===== src/rtl/mult_sequencer_pkg.sv =====
// Shared definitions for the EXE-stage multiply sequencer.
//   WORD_LEN         : datapath operand width
//   EXE_MULT         : EXE command code that makes the controller raise start
//   MS_BITS_PER_CYC  : default multiplier bits retired per iteration
//   MS_DEST_LEN      : default destination-tag width
//   ms_state_t       : sequencer FSM states
//   ms_iterations()  : number of BUSY iterations for a given configuration
package mult_sequencer_pkg;

    localparam int unsigned WORD_LEN        = 32;
    localparam logic [3:0]  EXE_MULT        = 4'b1001;
    localparam int unsigned MS_BITS_PER_CYC = 1;
    localparam int unsigned MS_DEST_LEN     = 5;

    typedef enum logic [1:0] {
        MS_IDLE = 2'd0,
        MS_BUSY = 2'd1,
        MS_DONE = 2'd2
    } ms_state_t;

    function automatic int unsigned ms_iterations(input int unsigned word_len,
                                                  input int unsigned bits_per_cyc);
        return word_len / bits_per_cyc;
    endfunction

endpackage


===== src/rtl/mult_sequencer_if.sv =====
// Handshake bundle between the EXE-stage controller and the multiply sequencer.
//   master : controller side (drives start/operands/flush/wb_gnt)
//   slave  : sequencer side (drives stall/busy/busy_dest/wb_req/product)
interface mult_sequencer_if #(
    parameter int unsigned WORD_LEN = mult_sequencer_pkg::WORD_LEN,
    parameter int unsigned DEST_LEN = mult_sequencer_pkg::MS_DEST_LEN
) ();

    logic                start;
    logic                is_signed;
    logic [WORD_LEN-1:0] src1;
    logic [WORD_LEN-1:0] src2;
    logic [DEST_LEN-1:0] dest_in;
    logic                flush;
    logic                wb_gnt;
    logic                stall;
    logic                busy;
    logic [DEST_LEN-1:0] busy_dest;
    logic                wb_req;
    logic [WORD_LEN-1:0] prod_hi;
    logic [WORD_LEN-1:0] prod_lo;

    modport master (
        output start, is_signed, src1, src2, dest_in, flush, wb_gnt,
        input  stall, busy, busy_dest, wb_req, prod_hi, prod_lo
    );

    modport slave (
        input  start, is_signed, src1, src2, dest_in, flush, wb_gnt,
        output stall, busy, busy_dest, wb_req, prod_hi, prod_lo
    );

endinterface


===== src/rtl/mult_sequencer_datapath.sv =====
// Shift-add multiplier datapath: operand magnitude capture, accumulator,
// partial-product adder and final two's-complement negate.
//   clk, rst      : clock, asynchronous active-low reset
//   load          : capture operands (magnitudes when is_signed) and clear acc
//   step          : retire BITS_PER_CYC multiplier bits
//   last          : this step is the final one; negate result if signs differ
//   out_en        : present the product (zero otherwise)
//   is_signed     : operand interpretation at load
//   src1, src2    : multiplicand, multiplier
//   prod_hi/lo    : upper/lower halves of the 2*WORD_LEN product
module mult_datapath #(
    parameter int unsigned WORD_LEN     = 32,
    parameter int unsigned BITS_PER_CYC = 1
) (
    input  logic                clk,
    input  logic                rst,
    input  logic                load,
    input  logic                step,
    input  logic                last,
    input  logic                out_en,
    input  logic                is_signed,
    input  logic [WORD_LEN-1:0] src1,
    input  logic [WORD_LEN-1:0] src2,
    output logic [WORD_LEN-1:0] prod_hi,
    output logic [WORD_LEN-1:0] prod_lo
);

    localparam int unsigned SUM_W = WORD_LEN + BITS_PER_CYC;

    logic [WORD_LEN-1:0]     mcand;
    logic [WORD_LEN-1:0]     mplier;   // also collects low product bits as they shift in
    logic [WORD_LEN-1:0]     acc;
    logic                    neg;

    logic [WORD_LEN-1:0]     mag1;
    logic [WORD_LEN-1:0]     mag2;
    logic [BITS_PER_CYC-1:0] digit;
    logic [SUM_W-1:0]        pp;
    logic [SUM_W-1:0]        sum;
    logic [2*WORD_LEN-1:0]   shifted;
    logic [2*WORD_LEN-1:0]   result;

    always_comb begin
        // Magnitudes fit WORD_LEN bits unsigned, so -2^(W-1) stays exact.
        mag1    = (is_signed && src1[WORD_LEN-1]) ? -src1 : src1;
        mag2    = (is_signed && src2[WORD_LEN-1]) ? -src2 : src2;
        digit   = mplier[BITS_PER_CYC-1:0];
        pp      = SUM_W'(mcand) * SUM_W'(digit);
        sum     = SUM_W'(acc) + pp;
        shifted = {sum, mplier[WORD_LEN-1:BITS_PER_CYC]};
        result  = (last && neg) ? -shifted : shifted;
    end

    always_ff @(posedge clk or negedge rst) begin
        if (!rst) begin
            mcand  <= '0;
            mplier <= '0;
            acc    <= '0;
            neg    <= 1'b0;
        end else if (load) begin
            mcand  <= mag1;
            mplier <= mag2;
            acc    <= '0;
            neg    <= is_signed & (src1[WORD_LEN-1] ^ src2[WORD_LEN-1]);
        end else if (step) begin
            {acc, mplier} <= result;
        end
    end

    assign prod_hi = out_en ? acc    : '0;
    assign prod_lo = out_en ? mplier : '0;

endmodule


===== src/rtl/mult_sequencer.sv =====
// Multi-cycle multiply sequencer for the EXE stage. Captures operands on
// start, iterates the shift-add datapath, stalls the pipeline while busy and
// hands the 2*WORD_LEN product to HI/LO through a wb_req/wb_gnt handshake.
//   clk  : rising-edge clock
//   rst  : asynchronous active-low reset
//   bus  : controller handshake (slave side), see mult_sequencer_if
// BITS_PER_CYC must be 1, 2 or 4 and divide WORD_LEN.
module mult_sequencer
    import mult_sequencer_pkg::*;
#(
    parameter int unsigned WORD_LEN     = mult_sequencer_pkg::WORD_LEN,
    parameter int unsigned BITS_PER_CYC = mult_sequencer_pkg::MS_BITS_PER_CYC,
    parameter int unsigned DEST_LEN     = mult_sequencer_pkg::MS_DEST_LEN
) (
    input  logic           clk,
    input  logic           rst,
    mult_sequencer_if.slave bus
);

    localparam int unsigned ITERS = ms_iterations(WORD_LEN, BITS_PER_CYC);
    localparam int unsigned CNT_W = $clog2(ITERS + 1);

    ms_state_t           state;
    ms_state_t           state_nxt;
    logic [CNT_W-1:0]    cnt;
    logic [CNT_W-1:0]    cnt_nxt;
    logic [DEST_LEN-1:0] dest_q;
    logic                load;
    logic                step;
    logic                last;
    logic [WORD_LEN-1:0] prod_hi;
    logic [WORD_LEN-1:0] prod_lo;

    always_ff @(posedge clk or negedge rst) begin
        if (!rst) begin
            state  <= MS_IDLE;
            cnt    <= '0;
            dest_q <= '0;
        end else begin
            state <= state_nxt;
            cnt   <= cnt_nxt;
            if (load) begin
                dest_q <= bus.dest_in;
            end
        end
    end

    always_comb begin
        state_nxt = state;
        cnt_nxt   = cnt;
        load      = 1'b0;
        step      = 1'b0;
        last      = 1'b0;
        case (state)
            MS_IDLE: begin
                if (bus.start && !bus.flush) begin
                    state_nxt = MS_BUSY;
                    cnt_nxt   = CNT_W'(ITERS);
                    load      = 1'b1;
                end
            end
            MS_BUSY: begin
                if (bus.flush) begin
                    state_nxt = MS_IDLE;
                end else begin
                    step    = 1'b1;
                    cnt_nxt = cnt - CNT_W'(1);
                    if (cnt == CNT_W'(1)) begin
                        last      = 1'b1;
                        state_nxt = MS_DONE;
                    end
                end
            end
            MS_DONE: begin
                // flush and grant both return to IDLE; on flush the product is dropped
                if (bus.flush || bus.wb_gnt) begin
                    state_nxt = MS_IDLE;
                end
            end
            default: begin
                state_nxt = MS_IDLE;
            end
        endcase
    end

    // stall is combinational so the issuing MULT is frozen in the cycle start is seen
    always_comb begin
        bus.stall     = (state == MS_IDLE && bus.start && !bus.flush)
                      || (state == MS_BUSY)
                      || (state == MS_DONE && !bus.wb_gnt);
        bus.busy      = (state != MS_IDLE);
        bus.busy_dest = (state != MS_IDLE) ? dest_q : '0;
        bus.wb_req    = (state == MS_DONE);
        bus.prod_hi   = prod_hi;
        bus.prod_lo   = prod_lo;
    end

    mult_datapath #(
        .WORD_LEN     (WORD_LEN),
        .BITS_PER_CYC (BITS_PER_CYC)
    ) u_datapath (
        .clk       (clk),
        .rst       (rst),
        .load      (load),
        .step      (step),
        .last      (last),
        .out_en    (state == MS_DONE),
        .is_signed (bus.is_signed),
        .src1      (bus.src1),
        .src2      (bus.src2),
        .prod_hi   (prod_hi),
        .prod_lo   (prod_lo)
    );

endmodule


===== src/flat_wrapper.sv =====
// flat-port wrapper written by rule: the top's interface ports become plain ports
module mult_sequencer_flat import mult_sequencer_pkg::*;
#(
    parameter int unsigned WORD_LEN     = mult_sequencer_pkg::WORD_LEN,
    parameter int unsigned BITS_PER_CYC = mult_sequencer_pkg::MS_BITS_PER_CYC,
    parameter int unsigned DEST_LEN     = mult_sequencer_pkg::MS_DEST_LEN
)
  (clk, rst, bus_start, bus_is_signed, bus_src1, bus_src2, bus_dest_in, bus_flush, bus_wb_gnt, bus_stall, bus_busy, bus_busy_dest, bus_wb_req, bus_prod_hi, bus_prod_lo);
  mult_sequencer_if #(.WORD_LEN(WORD_LEN), .DEST_LEN(DEST_LEN)) bus_i ();
  input  logic clk;
  input  logic rst;
  input wire logic [$bits(bus_i.start)-1:0] bus_start;
  input wire logic [$bits(bus_i.is_signed)-1:0] bus_is_signed;
  input wire logic [$bits(bus_i.src1)-1:0] bus_src1;
  input wire logic [$bits(bus_i.src2)-1:0] bus_src2;
  input wire logic [$bits(bus_i.dest_in)-1:0] bus_dest_in;
  input wire logic [$bits(bus_i.flush)-1:0] bus_flush;
  input wire logic [$bits(bus_i.wb_gnt)-1:0] bus_wb_gnt;
  output wire logic [$bits(bus_i.stall)-1:0] bus_stall;
  output wire logic [$bits(bus_i.busy)-1:0] bus_busy;
  output wire logic [$bits(bus_i.busy_dest)-1:0] bus_busy_dest;
  output wire logic [$bits(bus_i.wb_req)-1:0] bus_wb_req;
  output wire logic [$bits(bus_i.prod_hi)-1:0] bus_prod_hi;
  output wire logic [$bits(bus_i.prod_lo)-1:0] bus_prod_lo;
  assign bus_i.start = bus_start;
  assign bus_i.is_signed = bus_is_signed;
  assign bus_i.src1 = bus_src1;
  assign bus_i.src2 = bus_src2;
  assign bus_i.dest_in = bus_dest_in;
  assign bus_i.flush = bus_flush;
  assign bus_i.wb_gnt = bus_wb_gnt;
  assign bus_stall = bus_i.stall;
  assign bus_busy = bus_i.busy;
  assign bus_busy_dest = bus_i.busy_dest;
  assign bus_wb_req = bus_i.wb_req;
  assign bus_prod_hi = bus_i.prod_hi;
  assign bus_prod_lo = bus_i.prod_lo;
  mult_sequencer #(.WORD_LEN(WORD_LEN), .BITS_PER_CYC(BITS_PER_CYC), .DEST_LEN(DEST_LEN)) u_core (.clk(clk), .rst(rst), .bus(bus_i));
endmodule

===== config.mk =====
export PLATFORM = sky130hd
export DESIGN_NAME = mult_sequencer_flat
export DESIGN_NICKNAME = d
export VERILOG_FILES = /design/src/rtl/mult_sequencer_pkg.sv /design/src/rtl/mult_sequencer_if.sv /design/src/rtl/mult_sequencer_datapath.sv /design/src/rtl/mult_sequencer.sv /design/src/flat_wrapper.sv
export SDC_FILE = /design/constraint.sdc
export NUM_CORES = 1
export LEC_CHECK = 0
export ABC_AREA = 1
export CAP_MARGIN = 5
export CORE_ASPECT_RATIO = 1.2
export CORE_UTILIZATION = 35
export DETAILED_ROUTE_END_ITERATION = 10
export DONT_BUFFER_PORTS = 1
export PLACE_DENSITY = 0.53
export REMOVE_ABC_BUFFERS = 1
export SLEW_MARGIN = 40
export SYNTH_ARGS = -nofsm -noshare
export SYNTH_HDL_FRONTEND = slang
export SYNTH_SLANG_ARGS = --single-unit

===== constraint.sdc =====
create_clock -name clk -period 3.95 [get_ports clk]
set_input_delay 0.5925 -clock clk [delete_from_list [all_inputs] [get_ports clk]]
set_output_delay 0.5925 -clock clk [all_outputs]
set_load 0.05 [all_outputs]

==> results.txt <==
* Worst clock skew: 16.2 ps
* Required time worst endpoint: 4280 ps
- Final Total Pwr: 6.82 mW
- The number of hold violations in the final report was 0.
- Root buffer cell: sky130_fd_sc_hd__clkbuf_16
* Count of yosys warnings during synthesis: 0
- Violated checks: design-rule violations
- Full die area: 33200 um2
* Site Rows: 71
* RSZ-0062 raised after global routing: false
* Min Tclk post-route: 3370 ps
- For this run, the post-layout net count is 2100.
* Commonest non-fill, non-tap cells in the layout: sky130_fd_sc_hd__nand2_1 (568), sky130_fd_sc_hd__inv_1 (307), sky130_fd_sc_hd__nor2_1 (233)
- DRT Wirelength: 42200 um
- Vias per cell: 5.19
* DRC viols: 6
- Counting every instance in the synthesized netlist gives 1947.
- Along the worst path, the maximum fanout reaches 19.
- Startpoint Class: flop
- Filler Cell Count: 3579
- Leading area contributor after synthesis: sky130_fd_sc_hd__dfrtp_1
- Worst VDD drop: 0.216 mV
- Port buffer count: 0
- The clock passes through at most 2 buffers.
* Number of antenna violations at the first check in global routing: 1
* Static leakage: 6.69 nW
* Clock transition at the registers of the reported paths: 90 ps
* Count of flip-flops with a built-in enable after synthesis: 0
- Dividing the detail-routed wire length by the instance count gives 17.6 um.
* Pin count of the biggest net entering global routing: 111
* Clock tree from TritonCTS: done
- Kind of end point of the critical path: flop
- Once the floorplan was initialized, standard cells occupied 36.0% of the core.
- Half-perimeter wire length after placement: 33600 um
* Final max-slew violation count: 0
- Number of sinks on the clock net: 110
* Post-route setup TNS: 0 ps
- Post-synthesis to final-layout area growth: 10.9%
- In the synthesized netlist the async set-or-reset flop fraction comes to 100%.
- The detail route stage leaves a number of antenna-violating nets equal to 0.
- In the global route stage, overall resource usage came out at 25.4%.
- In this run the vertical extent of the chip is 199 um.
- The core region is 31600 um2.
* Flip-flop cell with the highest count after synthesis: sky130_fd_sc_hd__dfrtp_1
- Slew at the pin with the worst max-slew slack: 714 ps
* Run status: complete, but fails checks
- The first routing iteration left 818 violations.
* Number of cells in the finished layout apart from fillers: 2394
* Aggregate global routing overflow: 0
- Clock latency on the worst-skew pair: 390 ps
- Start point of the critical path: u_core.u_datapath.mplier[0]$_DFFE_PN0P_
- Maximum level of the CTS H-tree: 3
* # resized after CTS: 0
* Number of detailed-routing iterations run before antenna repair: 10
- Type of the tightest min-delay check: in2async
- Crit share post-route: 85.4%
- Routability-driven placement finished with a final weighted congestion of 0.956.
* Rel. slew slack: 52.2%
- The synthesized design devotes to its leading area cell type 24.2% of total area.
* Width of the chip: 167 um
* Top-level port count: 147
- In this run the critical register-to-register path is launched from u_core.u_datapath.mplier[0]$_DFFE_PN0P_.
- By startpoint and endpoint, the worst setup path is classified as reg2reg.
* Cell total after placement: 2376
* Post-synthesis register bit count: 110
* Data arrival time of the critical path: 3700 ps
- Power spread over the standard cell area amounts to 540 nW/um2.
* Number of unique standard cell types used by synthesis: 53
- By area the synthesized netlist is led by sky130_fd_sc_hd__dfrtp_1 (24%), sky130_fd_sc_hd__nand2_1 (19%), sky130_fd_sc_hd__inv_1 (10%), sky130_fd_sc_hd__nor2_1 (7.9%), sky130_fd_sc_hd__nand3_1 (6.7%).
- The number of global-route vias before repair came to 11971.
- Endpoints failing setup: 0
* Most common library cell in the layout ignoring fill and taps: sky130_fd_sc_hd__nand2_1
- Routed via count: 12419
- Syn_area_per_cell: 5.84 um2
- First-pass GRT wire length: 65100 um
- For this run, the top clock speed supported by timing is 296 MHz.
* Number of violations of the max-capacitance limit: 0
* Layout cell share with drive strength beyond 1: 9.79%
- Clock buffer count from CTS: 9
* Area of the mapped netlist: 11400 um2
* Fraction of the yosys area taken by sequential cells: 24.2%
cell usage after synthesis, drive strengths merged (2+ instances only):
master,count
nand2,595
inv,321
nor2,262
nand3,159
o21ai,125
dfrtp,110
a21oi,69
ha,37
nor3,36
clkbuf,34
nand4,31
xor2,29
a31oi,22
buf,20
xnor2,13
a22oi,11
nand3b,10
nor4,9
o22ai,9
or2,7
o211ai,6
o31ai,6
and2,5
o221ai,5
a21o,2
and3,2
o21a,2
o41ai,2
stage by stage:
step / hold WS [ps] / utilization, % / worst slack [ps] / cell area [um2]
6_report: 162 / 39.9 / 576 / 12600
5_1_grt: 192 / 39.9 / 359 / 12600
4_1_cts: 192 / 39.9 / 609 / 12600
3_5_place_dp: 299 / 38.9 / 612 / 12300
3_3_place_gp: 299 / 38.8 / 623 / 12300
2_1_floorplan: 297 / - / -1820 / 11100
worst paths after layout:
| path | to | slack, ps | depth (start not counted) |
|---|---|---|---|
| max in group asynchronous | u_core.u_datapath.mplier[2]$_DFFE_PN0P_ | 3320 | 1 |
| worst min register to register | u_core.u_datapath.mcand[29]$_DFFE_PN0P_ | 490 | 2 |
| min in group clk | u_core.dest_q[3]$_DFFE_PN0P_ | 340 | 2 |
| worst max-delay path | u_core.u_datapath.acc[29]$_DFFE_PN0P_ | 580 | 20 |
| worst min-delay path | u_core.u_datapath.mcand[0]$_DFFE_PN0P_ | 160 | 1 |
| worst max register to register | u_core.u_datapath.acc[29]$_DFFE_PN0P_ | 580 | 20 |
power breakdown:
group          internal, mW  switching, mW
registers              1.50          0.335
clock network         0.444          0.525
logic                  1.22           2.79
layer usage:
layer / wire [um] / GRT usage, %
met5: 0 / 0
met4: 1330 / 9.77
met3: 2160 / 3.37
met2: 21000 / 46.2
met1: 17700 / 30.3
state kept, by name, summed over array words and instances, names as in the netlist:
name / cells
u_core.u_datapath.mplier: 32
u_core.state: 2
u_core.u_datapath.mcand: 32
u_core.u_datapath.neg: 1
u_core.dest_q: 5
u_core.u_datapath.acc: 32
u_core.cnt: 6
cell type report:
class                   instances  area [um2]  share of cell area, %
diodes                          1        2.50                 0.0198
well taps                     401         502                   3.98
multi-input cells            1461        7220                   57.2
inverters                     322        1210                   9.58
clock inverters                 7        63.8                  0.506
flip-flops and latches        110        2750                   21.8
repair buffers                 83         643                   5.10
clock buffers                   9         225                   1.79
kinds of logic (layout without fill, tap and decap cells):
kind of cell / Yosys count / count (layout) / share of synthesized area [%]
flops: 110 / 110 / 24.2
compound gates: 263 / 263 / 13.0
simple gates: 1118 / 1118 / 42.7
buf+inv: 376 / 421 / 12.6
fa+ha+maj: 38 / 38 / 4.25
xor+xnor: 42 / 42 / 3.30
other cells: 0 / 1 / 0
critical path, stage by stage, from the launching register on:
cell	delay [ps]
sky130_fd_sc_hd__dfrtp_1	390
sky130_fd_sc_hd__buf_4	210
sky130_fd_sc_hd__nand2_1	80
sky130_fd_sc_hd__inv_1	60
sky130_fd_sc_hd__ha_1	210
sky130_fd_sc_hd__fa_1	450
sky130_fd_sc_hd__nand2_1	120
sky130_fd_sc_hd__nand2_1	100
sky130_fd_sc_hd__nand3_1	100
sky130_fd_sc_hd__nand2_2	130
sky130_fd_sc_hd__xnor2_2	320
sky130_fd_sc_hd__nand2_1	140
sky130_fd_sc_hd__nor2_2	170
sky130_fd_sc_hd__inv_1	70
sky130_fd_sc_hd__nor2_1	230
sky130_fd_sc_hd__nand3_1	140
sky130_fd_sc_hd__nand2_2	110
sky130_fd_sc_hd__nand2_1	60
sky130_fd_sc_hd__nand2_1	50
sky130_fd_sc_hd__nand3_1	70
sky130_fd_sc_hd__nand2_1	100
repair_timing:
action                                 4_1_cts  5_1_grt
buffers inserted                             0        0
endpoints found under the hold margin      110        0
hold buffers                                 1        0
(Power assumes the default switching activity.)
